## src/rtl/wb_retire.sv

```systemverilog
// In-order write-back/retire queue: buffers DEPTH entries, fills loads from in-order dmem
// responses and retires one filled head entry per cycle. Retire trace ports exist with WB_TRACE_EN.
module wb_retire #(
    parameter int unsigned XLEN  = 32,
    parameter int unsigned DEPTH = 4,
    parameter int unsigned OFS_W = $clog2(XLEN / 8)
) (
    input  logic                         i_clk,
    input  logic                         i_rst,
    input  logic                         i_vld,
    output logic                         o_rdy,
    input  logic                         i_mem_reg,
    input  logic [XLEN-1:0]              i_res,
    input  logic [2:0]                   i_funct3,
    input  logic [4:0]                   i_rd_waddr,
    input  logic                         i_rd_wen,
    input  logic                         i_dmem_rvld,
    input  logic [XLEN-1:0]              i_dmem_rdata,
    output logic [XLEN-1:0]              o_res,
    output logic [4:0]                   o_rd_waddr,
    output logic                         o_rd_wen,
    output logic                         o_vld,
    output logic [$clog2(DEPTH+1)-1:0]   o_count,
`ifdef WB_TRACE_EN
    input  logic [31:0]                  i_inst,
    input  logic [31:0]                  i_pc,
    input  logic [31:0]                  i_nxt_pc,
    output logic [31:0]                  o_inst,
    output logic [31:0]                  o_pc,
    output logic [31:0]                  o_nxt_pc,
`endif
    output logic                         o_err
);

    localparam int unsigned PTR_W = $clog2(DEPTH);
    localparam int unsigned CNT_W = $clog2(DEPTH + 1);

    // Per-entry flags (reset) and payload (no reset; guarded by the flags).
    logic [DEPTH-1:0] ld_q, filled_q, wen_q;
    logic [2:0]       funct3_q [DEPTH];
    logic [OFS_W-1:0] ofs_q    [DEPTH];
    logic [4:0]       rd_q     [DEPTH];
    logic [XLEN-1:0]  data_q   [DEPTH];
`ifdef WB_TRACE_EN
    logic [31:0]      inst_q   [DEPTH];
    logic [31:0]      pc_q     [DEPTH];
    logic [31:0]      nxt_pc_q [DEPTH];
    logic [31:0]      inst_out_q, pc_out_q, nxt_pc_out_q;
    logic [31:0]      inst_out_d, pc_out_d, nxt_pc_out_d;
`endif

    logic [PTR_W-1:0] head_q, head_d, tail_q, tail_d, ld_ptr_q, ld_ptr_d;
    logic [CNT_W-1:0] count_q, count_d;
    logic [XLEN-1:0]  res_q, res_d;
    logic [4:0]       rd_waddr_q, rd_waddr_d;
    logic             rd_wen_q, rd_wen_d;
    logic             vld_q, vld_d;
    logic             err_q, err_d;

    logic             enq, ret, pending, fill_hit, fill_new, unmatched, new_filled, found;
    logic [PTR_W-1:0] nxt_ld, idx;
    logic [XLEN-1:0]  fill_data, new_data;

    function automatic logic [XLEN-1:0] extract(input logic [XLEN-1:0]  raw,
                                                 input logic [2:0]       f3,
                                                 input logic [OFS_W-1:0] ofs);
        logic [OFS_W-1:0] h_ofs, w_ofs;
        logic [XLEN-1:0]  b_sh, h_sh, w_sh, res;
        h_ofs = ofs & ~OFS_W'(1);
        w_ofs = ofs & ~OFS_W'(3);
        b_sh  = raw >> {ofs, 3'b000};
        h_sh  = raw >> {h_ofs, 3'b000};
        w_sh  = raw >> {w_ofs, 3'b000};
        res   = raw;
        case (f3)
            3'b000: begin res = {XLEN{b_sh[7]}};  res[7:0]  = b_sh[7:0];  end
            3'b100: begin res = '0;               res[7:0]  = b_sh[7:0];  end
            3'b001: begin res = {XLEN{h_sh[15]}}; res[15:0] = h_sh[15:0]; end
            3'b101: begin res = '0;               res[15:0] = h_sh[15:0]; end
            3'b010: begin
                if (XLEN == 64) begin
                    res = {XLEN{w_sh[31]}};
                    res[31:0] = w_sh[31:0];
                end
            end
            3'b110: begin
                if (XLEN == 64) begin
                    res = '0;
                    res[31:0] = w_sh[31:0];
                end
            end
            default: res = raw;
        endcase
        return res;
    endfunction

    assign o_rdy      = !i_rst && (count_q < CNT_W'(DEPTH));
    assign o_res      = res_q;
    assign o_rd_waddr = rd_waddr_q;
    assign o_rd_wen   = rd_wen_q;
    assign o_vld      = vld_q;
    assign o_count    = count_q;
    assign o_err      = err_q;
`ifdef WB_TRACE_EN
    assign o_inst     = inst_out_q;
    assign o_pc       = pc_out_q;
    assign o_nxt_pc   = nxt_pc_out_q;
`endif

    always_comb begin
        enq        = i_vld && o_rdy;
        ret        = (count_q != '0) && filled_q[head_q];
        // ld_ptr only names a real load while that entry is still unfilled.
        pending    = ld_q[ld_ptr_q] && !filled_q[ld_ptr_q];
        fill_hit   = i_dmem_rvld && pending;
        fill_new   = i_dmem_rvld && !pending && enq && i_mem_reg;
        unmatched  = i_dmem_rvld && !pending && !(enq && i_mem_reg);
        fill_data  = extract(i_dmem_rdata, funct3_q[ld_ptr_q], ofs_q[ld_ptr_q]);
        new_data   = i_mem_reg ? extract(i_dmem_rdata, i_funct3, i_res[OFS_W-1:0]) : i_res;
        new_filled = !i_mem_reg || fill_new;

        // Next pending load is the first unfilled load found walking forward from ld_ptr.
        nxt_ld = tail_q;
        found  = 1'b0;
        idx    = ld_ptr_q;
        for (int unsigned i = 1; i < DEPTH; i++) begin
            idx = ld_ptr_q + PTR_W'(i);
            if (!found && ld_q[idx] && !filled_q[idx]) begin
                nxt_ld = idx;
                found  = 1'b1;
            end
        end

        ld_ptr_d = ld_ptr_q;
        if (fill_hit) begin
            ld_ptr_d = found ? nxt_ld : tail_q;
        end else if (!pending && enq && i_mem_reg) begin
            ld_ptr_d = tail_q;
        end

        head_d     = head_q + PTR_W'(ret);
        tail_d     = tail_q + PTR_W'(enq);
        count_d    = count_q + CNT_W'(enq) - CNT_W'(ret);
        err_d      = err_q || unmatched;
        vld_d      = ret;
        rd_wen_d   = ret && wen_q[head_q] && (rd_q[head_q] != 5'd0);
        res_d      = res_q;
        rd_waddr_d = rd_waddr_q;
        if (ret) begin
            res_d      = data_q[head_q];
            rd_waddr_d = rd_q[head_q];
        end
`ifdef WB_TRACE_EN
        inst_out_d   = inst_out_q;
        pc_out_d     = pc_out_q;
        nxt_pc_out_d = nxt_pc_out_q;
        if (ret) begin
            inst_out_d   = inst_q[head_q];
            pc_out_d     = pc_q[head_q];
            nxt_pc_out_d = nxt_pc_q[head_q];
        end
`endif
    end

    always_ff @(posedge i_clk) begin
        if (i_rst) begin
            head_q     <= '0;
            tail_q     <= '0;
            ld_ptr_q   <= '0;
            count_q    <= '0;
            res_q      <= '0;
            rd_waddr_q <= '0;
            rd_wen_q   <= 1'b0;
            vld_q      <= 1'b0;
            err_q      <= 1'b0;
            ld_q       <= '0;
            filled_q   <= '0;
`ifdef WB_TRACE_EN
            inst_out_q   <= '0;
            pc_out_q     <= '0;
            nxt_pc_out_q <= '0;
`endif
        end else begin
            head_q     <= head_d;
            tail_q     <= tail_d;
            ld_ptr_q   <= ld_ptr_d;
            count_q    <= count_d;
            res_q      <= res_d;
            rd_waddr_q <= rd_waddr_d;
            rd_wen_q   <= rd_wen_d;
            vld_q      <= vld_d;
            err_q      <= err_d;
            if (enq) begin
                ld_q[tail_q]     <= i_mem_reg;
                filled_q[tail_q] <= new_filled;
            end
            if (fill_hit) begin
                filled_q[ld_ptr_q] <= 1'b1;
            end
`ifdef WB_TRACE_EN
            inst_out_q   <= inst_out_d;
            pc_out_q     <= pc_out_d;
            nxt_pc_out_q <= nxt_pc_out_d;
`endif
        end
    end

    always_ff @(posedge i_clk) begin
        if (enq) begin
            funct3_q[tail_q] <= i_funct3;
            ofs_q[tail_q]    <= i_res[OFS_W-1:0];
            rd_q[tail_q]     <= i_rd_waddr;
            wen_q[tail_q]    <= i_rd_wen;
            data_q[tail_q]   <= new_data;
`ifdef WB_TRACE_EN
            inst_q[tail_q]   <= i_inst;
            pc_q[tail_q]     <= i_pc;
            nxt_pc_q[tail_q] <= i_nxt_pc;
`endif
        end
        if (fill_hit) begin
            data_q[ld_ptr_q] <= fill_data;
        end
    end

endmodule

```

## config.mk

```make
export PLATFORM = sky130hd
export DESIGN_NAME = wb_retire
export DESIGN_NICKNAME = d
export VERILOG_FILES = /design/src/rtl/wb_retire.sv
export SDC_FILE = /design/constraint.sdc
export NUM_CORES = 1
export LEC_CHECK = 0
export CAP_MARGIN = 15
export CORE_MARGIN = 2
export CORE_UTILIZATION = 45
export CTS_BUF_LIST = sky130_fd_sc_hd__clkbuf_8
export DETAILED_ROUTE_END_ITERATION = 12
export GPL_TIMING_DRIVEN = 1
export PLACE_DENSITY = 0.68
export SETUP_SLACK_MARGIN = 0.5
export SLEW_MARGIN = 10
export SYNTH_ARGS = -nofsm -noshare
export SYNTH_HDL_FRONTEND = slang
export SYNTH_SLANG_ARGS = --single-unit
```

## constraint.sdc

```tcl
create_clock -name i_clk -period 5.96 [get_ports i_clk]
set_input_delay 1.49 -clock i_clk [delete_from_list [all_inputs] [get_ports i_clk]]
set_output_delay 1.49 -clock i_clk [all_outputs]
set_load 0.05 [all_outputs]
```

# After elaboration in Yosys (flattened, before gate mapping)
# Memory sizes are Yosys's and may differ from the RTL's. A register that Yosys moved wholly into a read port is not among the register bits.
# Cells that the tools add are included.
# W data, S select, Z words.
# classes
bitwise	1
order_cmp	9
add_sub_neg	7
shifts	4
mux	51
reduce_logical	38
n_eq_ne	6
# op_table
operator	count
$pmux W32 S4	2
$shr A32 B5 Y16	2
$shr A32 B5 Y8	2
$mux W32	1
$mux W2	11
$logic_and A1 B1 Y1	21
$bmux W1 S2	10
$mux W1	19
$lt A2 B3 Y1 const B	6
$bwmux W4	3
$eq A3 B3 Y1 const B	4
$mux W4	3
$logic_not A1 Y1	10
$eq A3 B1 Y1 const B	2
$logic_not A3 Y1	2
$reduce_bool A5 Y1	1
$add A2 B1 Y2	2
$add A2 B2 Y2 const B	2
$demux W1 S2	2
$ge A2 B1 Y1 const B	2
$or A4 B4 Y4	1
$add A3 B1 Y3	1
$lt A3 B3 Y1 const B	1
$reduce_bool A3 Y1	1
4 further kinds	5
# word_totals
word_cells	131
out_inout_bits	44
regBits	29
in_bits	78
memories	4
ram_bits	168
# mem_list
memory	words	word_bits	read_ports	rd_clocked_by_memory_dff	write_ports	line	rtl
data_q	4	32	1	1	2	43	logic [XLEN-1:0] data_q [DEPTH];
rd_q	4	5	1	1	1	42	logic [4:0] rd_q [DEPTH];
funct3_q	4	3	1	1	1	40	logic [2:0] funct3_q [DEPTH];
ofs_q	4	2	1	1	1	41	logic [OFS_W-1:0] ofs_q [DEPTH];

# Longest topological paths before layout
# Gate-level depths: netlist (run 1).
# logic_depth
word_depth	18
ltp_mapped	10
mapped_depth_nobuf	9

# Worst setup path after synthesis (run 1)
# OpenSTA, ideal clock, no wires.
# synth_path
kind	input-to-reg
start	input i_rst
end	memory data_q[1][0], enable pin
required_time_ns	5.494
setup_ns	0.466
arrival_ns	4.950
n_path_buf	0
path_stages	5
setup_slack_ns	0.545
path_cell_list	nor2_1 > nand2_1 > inv_1 > nand2_1 > o21ai_0
# synth_lines
element	line	rtl
start, declared	9	input logic i_rst,
end, declared	43	

==> flow_summary.ini, run 1 <==
[power]
switchingPower_w = 0.00114
comb_power_share_pct = 19.3
ir_worst_vdd_v = 0.000127
power_frac_seq_pct = 47.3
leakagePower_nw = 4.61
power.density_nw_per_um2 = 289
clkPwrFrac_pct = 33.4
swShare_pct = 28.8
p_total_w = 0.00398
p_int_w = 0.00283

[placement]
portBuffers = 121
hpwl_um = 21100
gp_congestion = 0.946

[final_layout]
syn2layout_area_growth_pct = 18.5
nets = 1182
nFillCells = 2162
layout_common_cells = edfxtp_1 (172), nand2_1 (151), clkdlybuf4s50_1 (120)
n_antenna_cell = 0
final_common_cell = edfxtp_1
layout-drive-gt1-share_pct = 14.4
multi_input_area_um2 = 4840
seqCellArea_um2 = 6350

[clocking]
clkSinkCount = 231
worstSkewPairLatency_ns = 0.54
cts_tree = done
clk_pin_slew_ns = 0.06
post-cts-setup-buffers = 0
root_buffer = clkbuf_8
cts-resized-gates = 0
numCtsBuffers = 39
postCtsHoldBufs = 0
clock_path_buffers = 3
htreeDepth = 2

[timing]
finalHoldViolations = 0
setup_violations = 0
finClkSkew_ns = 0.0254
fin_tns_setup_ns = 0
worst_pin_slew_ns = 1.16
period_minus_slack_ns = 4.36
max_freq_ghz = 0.229
holdWs_ns = 0.453
slew_violations = 0
rsz0062_at_grt = false
period_share_pct = 73.2
slew_headroom_pct = 23.0

[synth]
yosysSeqAreaShare_pct = 54.7
syn_area_per_cell_um2 = 11.8
ys_async_sr_fraction_pct = 0
ys_seq_elements = 231
synth-edff-count = 172
syn_area_um2 = 11600
ys_types = 58
synth_ff_type = edfxtp_1
syn_inst = 987
yosys_warnings = 0
synth_nets = 1074

[min_path]
worstHoldPathType = flop to flop

[route]
ant_nets = 0
wl_um = 32400
wl_per_cell_um = 22.3
firstDrtPassIters = 5
drt_iter0_drc = 972
drc = 0
vias_per_cell = 6.08
num_vias = 8849

[floorplan]
start_util_pct = 45.9
coreArea_um2 = 25300
ios = 122
die_x_um = 165
dieHeight_um = 165
dieArea_um2 = 27100
floorplan.rows = 58

[worst_setup_path]
end_kind = flop
cp_max_fo = 27
critPathRequiredTime_ns = 6.23
worstPathArrival_ns = 4.63
startpoint_type = primary input
worstSetupPathType = primary input to flop

[grt]
grt_pass1_vias = 8504
grt-ovfl-total = 0
grt_max_degree = 58
grt_pass1_wl_um = 49700
grt_use_total_pct = 24.4
antenna_found_initial = 0

[status]
status = complete, no violations

[flow_run]
maxCapViolCount = 0
## power by group through the flow
stage	clock network (W)	registers, W	logic [W]
2_1_floorplan	0	0.00199	0.000431
3_3_place_gp	0	0.00191	0.000752
3_5_place_dp	0	0.00192	0.000760
4_1_cts	0.00135	0.00188	0.000763
5_1_grt	0.00142	0.00189	0.000827
6_report	0.00133	0.00188	0.000765
## logic make-up after synthesis
| family | after synthesis | synth area share [%] |
|---|---|---|
| AOI/OAI and AO/OA | 324 | 19.0 |
| DFF | 231 | 54.7 |
| and+or+nand+nor | 266 | 10.6 |
| muxes | 61 | 10.6 |
| xor gates and xnor gates | 4 | 0.302 |
| adders and majority gates | 9 | 1.04 |
| buffers and inverters | 92 | 3.85 |
## critical path, cell delays in order
cell,delay (ns)
clkdlybuf4s50_1,1.07
mux4_2,0.61
a21oi_1,0.66
a21oi_1,0.29
a21oi_1,0.34
a22oi_1,0.16
## registers in the layout (all words and copies together) (netlist names), named ones only
| signal | flops |
|---|---|
| data_q | 128 |
| filled_q | 4 |
| funct3_q | 12 |
| head_q | 2 |
| ld_ptr_q | 2 |
| ld_q | 4 |
| o_count | 3 |
| o_err | 1 |
| o_rd_waddr | 5 |
| o_rd_wen | 1 |
| o_res | 32 |
| o_vld | 1 |
| ofs_q | 8 |
| rd_q | 20 |
| tail_q | 2 |
| wen_q | 4 |
## cells in the mapped netlist, drive strengths merged (2+ instances only)
master    n  area (µm²)
nand3b    2        15.0
a22oi   119         943
dfxtp    59        1180
nor2     56         287
ha        8         100
o211ai   10        75.1
edfxtp  172        5160
mux2      5        63.8
a221oi    8        70.1
and2     10        65.1
mux4     48        1080
mux2i     8        80.1
a21o     24         180
o21ai    63         330
nor3      4        20.0
inv      20        75.1
nor3b     2        15.0
clkbuf   42         158
a21oi    77         404
xnor2     4        35.0
nand2b   16         108
nor2b    11        68.8
o31ai     3        22.5
a221o     4        40.0
buf      29         210
nand4     2        12.5
o22ai     3        18.8
a31oi     5        31.3
nand3     9        50.1
nand2   153         577
## per-stage QoR
stage          setup WS (ns)  instance area (µm²)  util [%]  instances
4_1_cts                 1.76                13700      54.4       1456
2_1_floorplan          0.545                11600         -        987
3_3_place_gp            1.25                13000      51.6       1384
5_1_grt                 1.41                13700      54.4       1456
6_report                1.60                13700      54.4       1456
3_5_place_dp            1.16                13000      51.6       1384
## routing by layer
metal | part of all wire, % | vias to the layer above | global-route usage, %
li1 | - | 4005 | -
met1 | 39 | 4218 | 33.2
met2 | 45 | 527 | 37.1
met3 | 11 | 99 | 6.13
met4 | 4.6 | 0 | 11.2
met5 | 0 | - | 0
## final timing paths
| path | depth (start not counted) | startpoint | slack, ns | end |
|---|---|---|---|---|
| hold reg to reg | 2 | o_rd_waddr[2] | 0.45 | o_rd_waddr[2] |
| setup / recovery | 6 | i_res[1] | 1.60 | data_q[2][9] |
| setup reg to reg | 11 | head_q[1] | 2.86 | o_count[2] |
| hold / removal | 2 | o_rd_waddr[2] | 0.45 | o_rd_waddr[2] |
## final cells by class
class                           instances  area share [%]
Tap cell                              330            3.00
Multi-Input combinational cell        664            35.2
Clock buffer                           42            4.20
Sequential cell                       231            46.2
Clock inverter                         30            1.10
Inverter                               21           0.573
Timing Repair Buffer                  138            9.70
(Power assumes the default switching activity.)
==> inputs of run 2 (changes only) <==
Clock period 5.96 ns to 4.4 ns, I/O delays scaled along.
==> flow_summary.ini, run 2 (synthesis gave the netlist of run 1 again) <==
[status]
status = complete, no violations

[timing]
slew_headroom_pct = 44.4
worst_pin_slew_ns = 0.834
period_share_pct = 73.7
rsz0062_at_grt = false
period_minus_slack_ns = 3.24
max_freq_ghz = 0.308
setup_violations = 0
finalHoldViolations = 0
finClkSkew_ns = 0.0351
slew_violations = 0
fin_tns_setup_ns = 0

[grt]
grt_max_degree = 58
grt-ovfl-total = 0
grt_pass1_vias = 8452
grt_use_total_pct = 24.1
grt_pass1_wl_um = 48800
antenna_found_initial = 0

[route]
wl_met3_um = 3260
vias_per_cell = 5.97
wl_met2_um = 14700
ant_nets = 0
drc = 0
num_vias = 8758
wl_um = 32500
wl_per_cell_um = 22.1
top_layer = met4
firstDrtPassIters = 5
met1_length_um = 13200
drt_iter0_drc = 982

[power]
power.density_nw_per_um2 = 392
power_frac_seq_pct = 46.9
ir_worst_vdd_v = 0.000233
comb_power_share_pct = 19.3
swShare_pct = 28.7
switchingPower_w = 0.00156
p_int_w = 0.00387
clkPwrFrac_pct = 33.7
p_total_w = 0.00543
leakagePower_nw = 4.66

[clocking]
clock_path_buffers = 3
numCtsBuffers = 40
cts_tree = done
root_buffer = clkbuf_8
worstSkewPairLatency_ns = 0.55
clkSinkCount = 231
clk_pin_slew_ns = 0.06
htreeDepth = 2
post-cts-setup-buffers = 0
postCtsHoldBufs = 0
cts-resized-gates = 0

[worst_setup_path]
r2r-start = head_q[0]
slowest_delay_ns = 0.81
path_buf_inv = 2
worstPathArrival_ns = 2.14
worstSetupPathType = primary input to output port
critPathRequiredTime_ns = 3.30
startpoint_type = primary input
r2r-end = o_count[2]
cp_num_cells = 3
end_kind = output port
worstRegToRegCells = 11
endpoint = o_rdy
cp_max_fo = 2
path_cells = buf_2, nor2_1, clkdlybuf4s50_1
slowest_stage = clkdlybuf4s50_1
cp_top_family = buffers and inverters
rrSetupSlack_ns = 1.41
startpoint = i_rst

[final_layout]
final_common_cell = edfxtp_1
layout_common_cells = edfxtp_1 (172), nand2_1 (152), clkdlybuf4s50_1 (120)
fin_area_um2 = 13900
nets = 1192
top_register = data_q
largest_reg_flops = 128
final_util_pct = 54.9
layout-drive-gt1-share_pct = 15.6
n_antenna_cell = 0
nFillCells = 2207
syn2layout_area_growth_pct = 19.5

[floorplan]
dieArea_um2 = 27100
coreArea_um2 = 25300
floorplan.rows = 58
die_x_um = 165
start_util_pct = 45.9
dieHeight_um = 165
ios = 122

[min_path]
worstHoldPathType = flop to flop
min_from = o_res[9]

[placement]
hpwl_um = 21100
place_area_um2 = 13100
gp_congestion = 0.883
portBuffers = 121

[flow_run]
maxCapViolCount = 0
## run 2: changes by cell type in the layout (fill, tap and decap cells not counted), moves of 2 or more
cell / change
buf_4: +8
clkbuf_8: +4
nor2_2: -2
clkinv_2: +4
inv_1: -4
nor2_1: +2
clkinv_1: -2
## run 2: worst min-delay path by stage
stage	endpoint	slack (ns)	cells past startpoint
after floorplan	ld_q[3]	0.47	2
after global placement	o_rd_waddr[3]	0.44	2
after detailed placement	o_rd_waddr[3]	0.45	2
after CTS	o_res[11]	0.45	2
after global routing	o_res[28]	0.47	2
final	o_res[9]	0.45	2
## run 2: per-stage QoR
stage / hold slack (ns) / instances / setup WS, ns
6_report: 0.452 / 1467 / 1.16
5_1_grt: 0.471 / 1467 / 1.08
3_5_place_dp: 0.447 / 1393 / 0.705
2_1_floorplan: 0.470 / 987 / 0.708
4_1_cts: 0.455 / 1467 / 1.15
3_3_place_gp: 0.443 / 1393 / 0.806
## run 2: layout make-up
class,count,area [µm²],share of cell area (%)
Clock buffer,46,633,4.57
Clock inverter,28,134,0.966
Inverter,21,78.8,0.569
Multi-Input combinational cell,664,4840,34.9
Sequential cell,231,6350,45.8
Tap cell,330,413,2.98
Timing Repair Buffer,147,1410,10.2
## run 2: layer usage
metal,track usage (%),vias to the layer above
met5,0,-
li1,-,4018
met3,4.52,98
met1,34.1,4156
met4,10.2,0
met2,36.7,486
## run 2: tightest hold or removal path: stages, from the launching register on
cell and delay, ns:
dfxtp_1 0.31, nand2_1 0.05, a21oi_1 0.05
## run 2: power groups by stage
stage | Clock (W) | Combinational [W] | Sequential (W)
global placement | 0 | 0.00103 | 0.00259
floorplan | 0 | 0.000586 | 0.00269
global route | 0.00196 | 0.00113 | 0.00256
CTS | 0.00186 | 0.00105 | 0.00255
detailed placement | 0 | 0.00104 | 0.00259
finish | 0.00183 | 0.00105 | 0.00255
